==> src/rtl/ctrl_pkg.sv <==
// Shared decode definitions for the RV32I instruction-decode/control stage:
// opcode constants, ALU operation codes and the packed control bundle.
// The bundle is carried by the main and skid registers and consumed by execute.
package ctrl_pkg;

  // Major opcodes (instr[6:0])
  localparam logic [6:0] OP_R       = 7'b0110011;
  localparam logic [6:0] OP_I_ARITH = 7'b0010011;
  localparam logic [6:0] OP_I_LOAD  = 7'b0000011;
  localparam logic [6:0] OP_I_JALR  = 7'b1100111;
  localparam logic [6:0] OP_S       = 7'b0100011;
  localparam logic [6:0] OP_B       = 7'b1100011;
  localparam logic [6:0] OP_U_LUI   = 7'b0110111;
  localparam logic [6:0] OP_U_AUIPC = 7'b0010111;
  localparam logic [6:0] OP_J_JAL   = 7'b1101111;
  localparam logic [6:0] OP_CSR     = 7'b1110011;

  // funct7 values that select base, alternate and M-extension R-type ops
  localparam logic [6:0] F7_BASE = 7'b0000000;
  localparam logic [6:0] F7_ALT  = 7'b0100000;
  localparam logic [6:0] F7_MEXT = 7'b0000001;

  // Native width of the ALU code inside the bundle
  localparam int ALU_W = 5;

  // ALU operation codes
  localparam logic [ALU_W-1:0] ALU_ADD    = 5'b00000;
  localparam logic [ALU_W-1:0] ALU_SUB    = 5'b10000;
  localparam logic [ALU_W-1:0] ALU_SLL    = 5'b00100;
  localparam logic [ALU_W-1:0] ALU_SLT    = 5'b10111;
  localparam logic [ALU_W-1:0] ALU_SLTU   = 5'b11000;
  localparam logic [ALU_W-1:0] ALU_XOR    = 5'b00011;
  localparam logic [ALU_W-1:0] ALU_SRL    = 5'b00101;
  localparam logic [ALU_W-1:0] ALU_SRA    = 5'b00110;
  localparam logic [ALU_W-1:0] ALU_OR     = 5'b00010;
  localparam logic [ALU_W-1:0] ALU_AND    = 5'b00001;
  localparam logic [ALU_W-1:0] ALU_MUL    = 5'b01000;
  localparam logic [ALU_W-1:0] ALU_MULH   = 5'b01001;
  localparam logic [ALU_W-1:0] ALU_MULHSU = 5'b01010;
  localparam logic [ALU_W-1:0] ALU_MULHU  = 5'b01011;
  localparam logic [ALU_W-1:0] ALU_DIV    = 5'b01100;
  localparam logic [ALU_W-1:0] ALU_DIVU   = 5'b01101;
  localparam logic [ALU_W-1:0] ALU_REM    = 5'b01110;
  localparam logic [ALU_W-1:0] ALU_REMU   = 5'b01111;

  // Decoded control bundle; register fields are passed through raw
  typedef struct packed {
    logic [4:0]       rd;
    logic [4:0]       rs1;
    logic [4:0]       rs2;
    logic [2:0]       funct3;
    logic             regwrite;
    logic             alusrc;
    logic             memwrite;
    logic             memtoreg;
    logic             branch;
    logic             jal;
    logic             jalr;
    logic             auipc;
    logic             lui;
    logic             csr;
    logic [ALU_W-1:0] aluctrl;
    logic             illegal;
  } ctrl_bundle_t;

endpackage

==> src/rtl/ctrl_decode.sv <==
// Combinational RV32I control decoder: raw instruction in, control bundle out.
// Undefined encodings raise the illegal flag and zero every control bit.
// Build option: define RV_M_EXT_EN to decode the M extension (funct7 0000001);
// otherwise those R-type encodings decode as illegal.
module ctrl_decode
  import ctrl_pkg::*;
(
  input  logic [31:0]  instr,
  output ctrl_bundle_t bundle
);

  logic [6:0] opcode;
  logic [2:0] funct3;
  logic [6:0] funct7;

  assign opcode = instr[6:0];
  assign funct3 = instr[14:12];
  assign funct7 = instr[31:25];

  // Decode opcode/funct fields, then apply illegal and rd=x0 overrides
  always_comb begin
    bundle        = '0;
    bundle.rd     = instr[11:7];
    bundle.rs1    = instr[19:15];
    bundle.rs2    = instr[24:20];
    bundle.funct3 = funct3;

    case (opcode)
      OP_R: begin
        bundle.regwrite = 1'b1;
        case ({funct7, funct3})
          {F7_BASE, 3'b000}: bundle.aluctrl = ALU_ADD;
          {F7_ALT,  3'b000}: bundle.aluctrl = ALU_SUB;
          {F7_BASE, 3'b001}: bundle.aluctrl = ALU_SLL;
          {F7_BASE, 3'b010}: bundle.aluctrl = ALU_SLT;
          {F7_BASE, 3'b011}: bundle.aluctrl = ALU_SLTU;
          {F7_BASE, 3'b100}: bundle.aluctrl = ALU_XOR;
          {F7_BASE, 3'b101}: bundle.aluctrl = ALU_SRL;
          {F7_ALT,  3'b101}: bundle.aluctrl = ALU_SRA;
          {F7_BASE, 3'b110}: bundle.aluctrl = ALU_OR;
          {F7_BASE, 3'b111}: bundle.aluctrl = ALU_AND;
`ifdef RV_M_EXT_EN
          {F7_MEXT, 3'b000}: bundle.aluctrl = ALU_MUL;
          {F7_MEXT, 3'b001}: bundle.aluctrl = ALU_MULH;
          {F7_MEXT, 3'b010}: bundle.aluctrl = ALU_MULHSU;
          {F7_MEXT, 3'b011}: bundle.aluctrl = ALU_MULHU;
          {F7_MEXT, 3'b100}: bundle.aluctrl = ALU_DIV;
          {F7_MEXT, 3'b101}: bundle.aluctrl = ALU_DIVU;
          {F7_MEXT, 3'b110}: bundle.aluctrl = ALU_REM;
          {F7_MEXT, 3'b111}: bundle.aluctrl = ALU_REMU;
`endif
          default:           bundle.illegal = 1'b1;
        endcase
      end

      OP_I_ARITH: begin
        bundle.regwrite = 1'b1;
        bundle.alusrc   = 1'b1;
        case (funct3)
          3'b000: bundle.aluctrl = ALU_ADD;
          3'b010: bundle.aluctrl = ALU_SLT;
          3'b011: bundle.aluctrl = ALU_SLTU;
          3'b100: bundle.aluctrl = ALU_XOR;
          3'b110: bundle.aluctrl = ALU_OR;
          3'b111: bundle.aluctrl = ALU_AND;
          3'b001: begin
            // slli: upper immediate bits must be zero
            if (funct7 == F7_BASE) bundle.aluctrl = ALU_SLL;
            else                   bundle.illegal = 1'b1;
          end
          default: begin
            // srli / srai share funct3 101 and differ in funct7
            if (funct7 == F7_BASE)     bundle.aluctrl = ALU_SRL;
            else if (funct7 == F7_ALT) bundle.aluctrl = ALU_SRA;
            else                       bundle.illegal = 1'b1;
          end
        endcase
      end

      OP_I_LOAD: begin
        bundle.regwrite = 1'b1;
        bundle.alusrc   = 1'b1;
        bundle.memtoreg = 1'b1;
        bundle.aluctrl  = ALU_ADD;
      end

      OP_I_JALR: begin
        bundle.regwrite = 1'b1;
        bundle.alusrc   = 1'b1;
        bundle.jalr     = 1'b1;
        bundle.aluctrl  = ALU_ADD;
      end

      OP_S: begin
        bundle.alusrc   = 1'b1;
        bundle.memwrite = 1'b1;
        bundle.aluctrl  = ALU_ADD;
      end

      OP_B: begin
        bundle.branch  = 1'b1;
        bundle.aluctrl = ALU_SUB;
      end

      OP_U_LUI: begin
        bundle.regwrite = 1'b1;
        bundle.alusrc   = 1'b1;
        bundle.lui      = 1'b1;
        bundle.aluctrl  = ALU_ADD;
      end

      OP_U_AUIPC: begin
        bundle.regwrite = 1'b1;
        bundle.auipc    = 1'b1;
        bundle.aluctrl  = ALU_ADD;
      end

      OP_J_JAL: begin
        bundle.regwrite = 1'b1;
        bundle.alusrc   = 1'b1;
        bundle.jal      = 1'b1;
        bundle.aluctrl  = ALU_ADD;
      end

      OP_CSR: begin
        bundle.csr = 1'b1;
      end

      default: bundle.illegal = 1'b1;
    endcase

    // An illegal encoding must not steer the datapath
    if (bundle.illegal) begin
      bundle.regwrite = 1'b0;
      bundle.alusrc   = 1'b0;
      bundle.memwrite = 1'b0;
      bundle.memtoreg = 1'b0;
      bundle.branch   = 1'b0;
      bundle.jal      = 1'b0;
      bundle.jalr     = 1'b0;
      bundle.auipc    = 1'b0;
      bundle.lui      = 1'b0;
      bundle.csr      = 1'b0;
      bundle.aluctrl  = '0;
    end

    // x0 is hardwired to zero, so writes to it are suppressed here
    if (bundle.rd == 5'd0) bundle.regwrite = 1'b0;
  end

endmodule

==> src/rtl/id_ctrl_stage.sv <==
// Registered decode/control stage between fetch and execute.
// A main register (M) drives the outputs and a skid register (S) absorbs the
// one extra instruction that can arrive while downstream stalls, so in_ready
// depends only on S occupancy and never on out_ready.
// Handshake: a transfer happens on a rising edge where valid and ready are
// both high; valid is held with stable payload until the transfer occurs.
// Build option: RV_M_EXT_EN enables M-extension decode in ctrl_decode.
module id_ctrl_stage
  import ctrl_pkg::*;
#(
  parameter int XLEN      = 32,
  parameter int ALUCTRL_W = 5
) (
  input  logic                 clk,
  input  logic                 rst,
  input  logic                 flush,
  input  logic                 in_valid,
  output logic                 in_ready,
  input  logic [31:0]          in_instr,
  input  logic [XLEN-1:0]      in_pc,
  output logic                 out_valid,
  input  logic                 out_ready,
  output logic [XLEN-1:0]      out_pc,
  output logic [4:0]           out_rd,
  output logic [4:0]           out_rs1,
  output logic [4:0]           out_rs2,
  output logic [2:0]           out_funct3,
  output logic                 out_regwrite,
  output logic                 out_alusrc,
  output logic                 out_memwrite,
  output logic                 out_memtoreg,
  output logic                 out_branch,
  output logic                 out_jal,
  output logic                 out_jalr,
  output logic                 out_auipc,
  output logic                 out_lui,
  output logic                 out_csr,
  output logic [ALUCTRL_W-1:0] out_aluctrl,
  output logic                 out_illegal,
  output logic [15:0]          illegal_cnt
);

  ctrl_bundle_t    dec_b;
  ctrl_bundle_t    m_b;
  ctrl_bundle_t    s_b;
  logic [XLEN-1:0] m_pc;
  logic [XLEN-1:0] s_pc;
  logic            m_valid;
  logic            s_valid;
  logic            accept;
  logic            deliver;
  logic            m_free;

  ctrl_decode u_decode (
    .instr  (in_instr),
    .bundle (dec_b)
  );

  assign in_ready = !s_valid && !rst;
  assign accept   = in_valid && in_ready;
  assign deliver  = m_valid && out_ready;
  assign m_free   = !m_valid || deliver;

  // M/S occupancy and payload movement; reset and flush drop both entries
  always_ff @(posedge clk) begin
    if (rst) begin
      m_valid <= 1'b0;
      s_valid <= 1'b0;
      m_b     <= '0;
      s_b     <= '0;
      m_pc    <= '0;
      s_pc    <= '0;
    end else if (flush) begin
      m_valid <= 1'b0;
      s_valid <= 1'b0;
    end else if (deliver && s_valid) begin
      // S refills M; no accept is possible while S is occupied
      m_b     <= s_b;
      m_pc    <= s_pc;
      s_valid <= 1'b0;
    end else if (accept && m_free) begin
      m_b     <= dec_b;
      m_pc    <= in_pc;
      m_valid <= 1'b1;
    end else if (accept) begin
      s_b     <= dec_b;
      s_pc    <= in_pc;
      s_valid <= 1'b1;
    end else if (deliver) begin
      m_valid <= 1'b0;
    end
  end

  // Saturating count of illegal bundles handed to execute
  always_ff @(posedge clk) begin
    if (rst) begin
      illegal_cnt <= '0;
    end else if (deliver && m_b.illegal && (illegal_cnt != 16'hFFFF)) begin
      illegal_cnt <= illegal_cnt + 16'd1;
    end
  end

  // Unpack M onto the output ports, zero-extending the ALU code
  always_comb begin
    out_aluctrl              = '0;
    out_aluctrl[ALU_W-1:0]   = m_b.aluctrl;
  end

  assign out_valid    = m_valid;
  assign out_pc       = m_pc;
  assign out_rd       = m_b.rd;
  assign out_rs1      = m_b.rs1;
  assign out_rs2      = m_b.rs2;
  assign out_funct3   = m_b.funct3;
  assign out_regwrite = m_b.regwrite;
  assign out_alusrc   = m_b.alusrc;
  assign out_memwrite = m_b.memwrite;
  assign out_memtoreg = m_b.memtoreg;
  assign out_branch   = m_b.branch;
  assign out_jal      = m_b.jal;
  assign out_jalr     = m_b.jalr;
  assign out_auipc    = m_b.auipc;
  assign out_lui      = m_b.lui;
  assign out_csr      = m_b.csr;
  assign out_illegal  = m_b.illegal;

endmodule

==> config.mk <==
export PLATFORM = sky130hd
export DESIGN_NAME = id_ctrl_stage
export DESIGN_NICKNAME = d
export VERILOG_FILES = /design/src/rtl/ctrl_pkg.sv /design/src/rtl/ctrl_decode.sv /design/src/rtl/id_ctrl_stage.sv
export SDC_FILE = /design/constraint.sdc
export NUM_CORES = 1
export LEC_CHECK = 0
export ABC_AREA = 1
export CAP_MARGIN = 20
export CORE_MARGIN = 4
export CORE_UTILIZATION = 38
export DETAILED_ROUTE_END_ITERATION = 12
export GPL_ROUTABILITY_DRIVEN = 0
export SETUP_SLACK_MARGIN = 0.2
export SLEW_MARGIN = 0
export SYNTH_ARGS = -nofsm -noshare
export SYNTH_HDL_FRONTEND = slang
export SYNTH_SLANG_ARGS = --single-unit
==> constraint.sdc <==
create_clock -name clk -period 2.1 [get_ports clk]
set_input_delay 0.525 -clock clk [delete_from_list [all_inputs] [get_ports clk]]
set_output_delay 0.525 -clock clk [all_outputs]
set_load 0.01 [all_outputs]
==> results of run 1 <==
[sequential cells by signal (all words and copies together), names as in the netlist, 3 cells and up]
register,count
illegal_cnt,16
out_aluctrl,5
out_funct3,3
out_pc,32
out_rd,5
out_rs1,5
out_rs2,5
s_b,34
s_pc,32
[worst reg2reg max path, stage by stage, from the launching register on]
cell	delay, ps
sky130_fd_sc_hd__dfxtp_1	390
sky130_fd_sc_hd__ha_1	230
sky130_fd_sc_hd__nand2_1	70
sky130_fd_sc_hd__nor3_1	290
sky130_fd_sc_hd__inv_1	80
sky130_fd_sc_hd__nor2_1	190
sky130_fd_sc_hd__nand2_1	100
sky130_fd_sc_hd__o21ai_0	160
sky130_fd_sc_hd__a21oi_1	60
[metrics by stage]
stage | util (%) | hold WS, ps | cells | instance area, um2
final | 56.83 | 466.9 | 1361 | 9524
after global placement | 52.87 | 456.1 | 1326 | 8861
after detailed placement | 52.87 | 458.7 | 1326 | 8861
after CTS | 56.07 | 465.6 | 1358 | 9397
after floorplan | - | 445.2 | 940 | 6585
after global routing | 56.83 | 484.1 | 1361 | 9524
[Yosys cell counts (all sizes together) (2+ instances only)]
master / n
nand2: 202
dfxtp: 150
nor2: 142
o21ai: 141
a21oi: 61
inv: 60
a31oi: 50
nand3: 41
clkbuf: 33
buf: 27
nor3: 9
nand4: 7
xor2: 5
o211ai: 3
nor3b: 2
xnor2: 2
[final timing paths]
check,from,end
max,out_rs2[4],out_rs2[4]
min,out_aluctrl[2],out_aluctrl[2]
max reg2reg,illegal_cnt[0],illegal_cnt[10]
min reg2reg,out_aluctrl[2],out_aluctrl[2]
[kinds of logic (layout without fill, tap and decap cells)]
family                   Yosys count  after routing  share of synthesized area [%]
AND/OR/NAND/NOR                  403            403                          24.64
XOR/XNOR                           7              7                         0.9310
AO/OA/AOI/OAI                    259            259                          20.94
flip-flops                       150            150                          45.60
adder cells (fa/ha/maj)            1              1                         0.1900
other                              0              1                              0
buffers and inverters            120            320                          7.695
[timing repair]
action                                  CTS  global route
endpoints found under the hold margin     0             0
resized for setup                        25            29
gates cloned                              0             2
endpoints found under the setup margin   22            47
hold buffers                              0             0
[routing by layer]
metal | wire [um] | global-route usage (%) | up-vias | share of wire (%)
li1 | - | - | 3500 | -
met1 | 9628 | 28.37 | 2995 | 50
met2 | 8484 | 27.40 | 181 | 44
met3 | 871 | 3.705 | 21 | 4.5
met4 | 288 | 6.731 | 0 | 1.5
met5 | 0 | 0 | - | 0
[where the power goes]
part           total (uW)  internal, uW  switching (uW)
clock network        2840          1540            1300
registers            2950          2910            35.5
logic                 627           340             287
[area by class of cell]
cell class / count / area [um2]
sequential: 150 / 3014
antenna: 1 / 2.502
clock buffer: 18 / 429.2
timing repair buffer: 228 / 2365
fill: 1624 / 7236
tap: 220 / 275.3
inverter: 60 / 230.2
clock inverter: 14 / 115.1
multi-input combinational: 670 / 3093
==> results.yml, run 1 <==
cts:
  post_cts.repair.setup_buffers: 0
  cts_inserted_buffers: 17
  root_cell_of_the_clock_tree: "sky130_fd_sc_hd__clkbuf_16"
  clock_tree.htree_level_count: 4
  cts_tree: "built"
  cts.reportedPaths.clkPinSlew_ps: 60
  worstSkewPairLatency_ps: 420
  max-clock-path-buffers: 2
  tritoncts_num_sinks: 150
worst_setup_path:
  setup.worst_path.class: "reg -> out"
  cp.depth: 1
  cp.arrival_ps: 1340
  cp_cell_sequence: "clkdlybuf4s50_1"
  critical_path_buf_inv_count: 1
  critical_path.max_fanout: 2
  crit_required_ps: 1570
  worst_path_largest_cell_delay_ps: 560
  reg2reg_slack_ps: 430
  timing.critical_path.from_type: "register"
  timing.reg2reg.worst_path_depth: 8
  worst_path_max_delay_cell: "sky130_fd_sc_hd__clkdlybuf4s50_1"
  critical_path.top_delay_family: "buffers and inverters"
  worstSetupEndpointType: "primary output"
drt:
  detail_route.first_pass.iterations: 5
  routed_wirelength_um: 19270
  initial_drc_count: 352
  wire_per_inst_um: 14.16
  drc: 0
  vias: 6697
  detail-route-antenna-nets: 0
  vias_per_cell: 4.921
timing:
  setup_viol_count_final: 0
  min_setup_slack_post_route_ps: 239.1
  final.period_utilization_pct: 88.61
  achievable-frequency_mhz: 537.4
  fin_tns_setup_ps: 0
  grt_setup_unrepaired: "yes"
  tightest_slew_ps: 352.3
  timing_hold_violations_final: 0
  slew_violations: 0
  period_needed_ps: 1861
  worst_clock_skew_ps: 7.763
  slew-limit-headroom_pct: 76.33
synthesis:
  synthTopCellsByArea: "sky130_fd_sc_hd__dfxtp_1 46%, sky130_fd_sc_hd__nand2_1 12%, sky130_fd_sc_hd__o21ai_0 9.2%"
  post-synth-top-area-fraction_pct: 45.60
  seq_area_frac_synth_pct: 45.60
  syn-instance-count: 940
  post_synthesis_cell_type_with_the_largest_combined_area: "sky130_fd_sc_hd__dfxtp_1"
  synth.net_count: 1010
  synthDistinctLibCells: 30
  async_reset_ff_share_pct: 0
  synth-edff-count: 0
  ys.warnings.count: 0
  postSynthRegisterBits: 150
  dominantRegCellSynth: "sky130_fd_sc_hd__dfxtp_1"
  avgSynthCellArea_um2: 7.005
  post_synthesis_cell_area_mm2: 0.006585
grt:
  overflow: 0
  grt_antenna_before_repair: 1
  grt_pass1_vias: 5949
  grt_first_pass_wirelength_um: 31030
  groute.usage.overall_pct: 19.07
  grt_start_max_net_pins: 47
power_and_ir_drop:
  worst_ir_drop_vdd_mv: 0.5449
  lkg_pwr_uw: 0.004376
  power.total_uw: 6413
  pwr_density_cell_mw_per_mm2: 673.4
flow_run:
  maxCapViolCount: 0
placed_design:
  place_ws_ps: -103.1
  dp.final_hpwl_um: 12950
  numPortBuffers: 152
floorplanning:
  starting_density_of_the_core_pct: 39.29
  dieArea_mm2: 0.01950
  placeableCoreArea_mm2: 0.01676
  fp.dieH_um: 139.6
  io_pins: 153
  rows: 47
  die_width_um: 139.6
worst_hold_path:
  hold_path_class: "reg -> reg"
  hold_path_depth: 2
finish:
  post_route_cells_drive_above_1_share_pct: 11.67
  layout.cells.most_common: "sky130_fd_sc_hd__nand2_1"
  finalNetCount: 1197
  flow.area_growth_from_synthesis_pct: 44.63
  layout.cells.most_common_list: "202 x sky130_fd_sc_hd__nand2_1, 141 x sky130_fd_sc_hd__dfxtp_1, 136 x sky130_fd_sc_hd__nor2_1"
outcome:
  run_status: "finished, final reports clean"
Power figures use the tool's default switching activity.
==> run 2: changes to the inputs <==
--- a/config.mk
+++ b/config.mk
@@ -7,10 +7,11 @@
 export LEC_CHECK = 0
 export ABC_AREA = 1
 export CAP_MARGIN = 20
-export CORE_MARGIN = 4
+export CORE_MARGIN = 5
 export CORE_UTILIZATION = 38
 export DETAILED_ROUTE_END_ITERATION = 12
 export GPL_ROUTABILITY_DRIVEN = 0
+export RECOVER_POWER = 25
 export SETUP_SLACK_MARGIN = 0.2
 export SLEW_MARGIN = 0
 export SYNTH_ARGS = -nofsm -noshare
==> run 2 against run 1 <==
Against the previous run:
- critical path depth grew 8
- non-clock buffer count down 1
- design area decreased by 0.59%
- maximum frequency decreased by 0.21%
- clock-buffer cell count up 3
- core utilization decreased by 1.7 points
- clock power up 7%
- combinational power grew 1%
- global-route usage about the same
- critical path type is now in -> reg
- largest cell class unchanged
- largest power group is now the clock network
==> results.yml, run 2 (synthesized netlist as in run 1, its figures left out) <==
outcome:
  run_status: "finished, final reports clean"
finish:
  layout.cells.most_common: "sky130_fd_sc_hd__nand2_1"
  finalInstanceArea_mm2: 0.009468
  flow.area_growth_from_synthesis_pct: 43.78
  finalNetCount: 1196
  post_route_cells_drive_above_1_share_pct: 11.16
  num_antenna_cells: 0
  flip_flop_count_of_the_largest_register_all_copies_and_words_added: 34
  regMostFlops: "s_b"
  layout.cells.most_common_list: "202 x sky130_fd_sc_hd__nand2_1, 144 x sky130_fd_sc_hd__dfxtp_1, 137 x sky130_fd_sc_hd__nor2_1"
timing:
  final.period_utilization_pct: 88.80
  grt_setup_unrepaired: "yes"
  tightest_slew_ps: 419.5
  slew-limit-headroom_pct: 71.82
  timing_hold_violations_final: 0
  worst_clock_skew_ps: 9.143
  period_needed_ps: 1865
  achievable-frequency_mhz: 536.3
  setup_viol_count_final: 0
  min_setup_slack_post_route_ps: 235.3
  slew_violations: 0
floorplanning:
  dieArea_mm2: 0.02006
  die_width_um: 141.6
  io_pins: 153
  fp.dieH_um: 141.6
  placeableCoreArea_mm2: 0.01718
  starting_density_of_the_core_pct: 38.34
  rows: 48
cts:
  worstSkewPairLatency_ps: 420
  tritoncts_num_sinks: 150
  root_cell_of_the_clock_tree: "sky130_fd_sc_hd__clkbuf_16"
  clock_tree.htree_level_count: 4
  cts_inserted_buffers: 17
  cts.reportedPaths.clkPinSlew_ps: 60
  cts_tree: "built"
  postCtsHoldBufs: 0
  max-clock-path-buffers: 2
grt:
  grt_pass1_vias: 6272
  globalRouteMet2Util_pct: 29.06
  globalRouteMet1Util_pct: 26.94
  grt_util_met3_pct: 4.449
  grt_first_pass_wirelength_um: 31340
  global_route.peak_usage_layer: "met2"
  grt_antenna_before_repair: 0
  grt_start_max_net_pins: 54
  overflow: 0
  groute.usage.overall_pct: 19.08
placed_design:
  place_ws_ps: -159.5
  dp.final_hpwl_um: 12970
  numPortBuffers: 152
  place_area_mm2: 0.008743
drt:
  routed_wirelength_um: 19840
  vias_per_cell: 5.007
  detail-route-antenna-nets: 0
  vias: 6825
  drc: 0
  initial_drc_count: 509
  wire_per_inst_um: 14.56
  detail_route.first_pass.iterations: 6
power_and_ir_drop:
  worst_ir_drop_vdd_mv: 0.5914
  pwr_density_cell_mw_per_mm2: 698.3
  lkg_pwr_uw: 0.004008
worst_setup_path:
  worstSetupEndpointType: "register"
  crit_required_ps: 2410
  cp.arrival_ps: 2180
  reg2reg_slack_ps: 390
  critical_path.max_fanout: 33
  timing.critical_path.from_type: "input pin"
  setup.worst_path.class: "in -> reg"
flow_run:
  maxCapViolCount: 0
worst_hold_path:
  hold_path_class: "reg -> reg"
==> run 2: timing repair <==
item	CTS	global route
setup buffers	0	3
gates cloned	0	3
setup endpoints to repair	20	104
resized for setup	22	24
pin swaps	0	2
==> run 2: cell type report <==
cell class / instances / area (um2)
Inverter: 60 / 231.5
Fill cell: 1730 / 7709
Sequential cell: 150 / 3010
Clock inverter: 10 / 121.4
Timing Repair Buffer: 227 / 2238
Multi-Input combinational cell: 670 / 3114
Clock buffer: 21 / 470.5
Tap cell: 225 / 281.5
==> run 2: final timing paths <==
kind | startpoint | to | depth (start not counted)
worst min-delay path | s_pc[21] | out_pc[21] | 2
worst min register to register | s_pc[21] | out_pc[21] | 2
worst max-delay path | in_valid | s_pc[22] | 9
worst max register to register | illegal_cnt[0] | illegal_cnt[8] | 8
==> run 2: power by group <==
group          switching (uW)  internal (uW)
logic                     295            340
clock network            1180           1850
registers                35.0           2910
total                    1510           5100
==> run 2: routing by layer <==
metal	vias to the layer above	share of wire, %
met1	3097	48
li1	3506	-
met3	26	6.9
met5	-	0
met4	0	1.3
met2	196	44
==> run 2: through the flow <==
| step | total power, uW | setup TNS [ps] | hold slack, ps | util (%) | cells |
|---|---|---|---|---|---|
| 6_report | 6612 | 0 | 466.5 | 55.12 | 1363 |
| 5_1_grt | 6862 | 0 | 486.5 | 55.12 | 1363 |
| 4_1_cts | 6676 | 0 | 469.4 | 54.31 | 1357 |
| 3_5_place_dp | 3629 | -10830 | 460.0 | 50.90 | 1326 |
| 3_3_place_gp | 3629 | -6740 | 453.0 | 50.90 | 1326 |
| 2_1_floorplan | 3238 | 0 | 445.2 | - | 940 |
==> run 2: worst max-delay path, cell delays in order <==
cell and delay, ps:
sky130_fd_sc_hd__clkdlybuf4s50_1 470, sky130_fd_sc_hd__nor3b_4 220, sky130_fd_sc_hd__buf_4 160, sky130_fd_sc_hd__nand3_4 70, sky130_fd_sc_hd__nor2_4 200, sky130_fd_sc_hd__inv_1 120, sky130_fd_sc_hd__buf_6 210, sky130_fd_sc_hd__nor2_1 130
sky130_fd_sc_hd__nor2_1 60
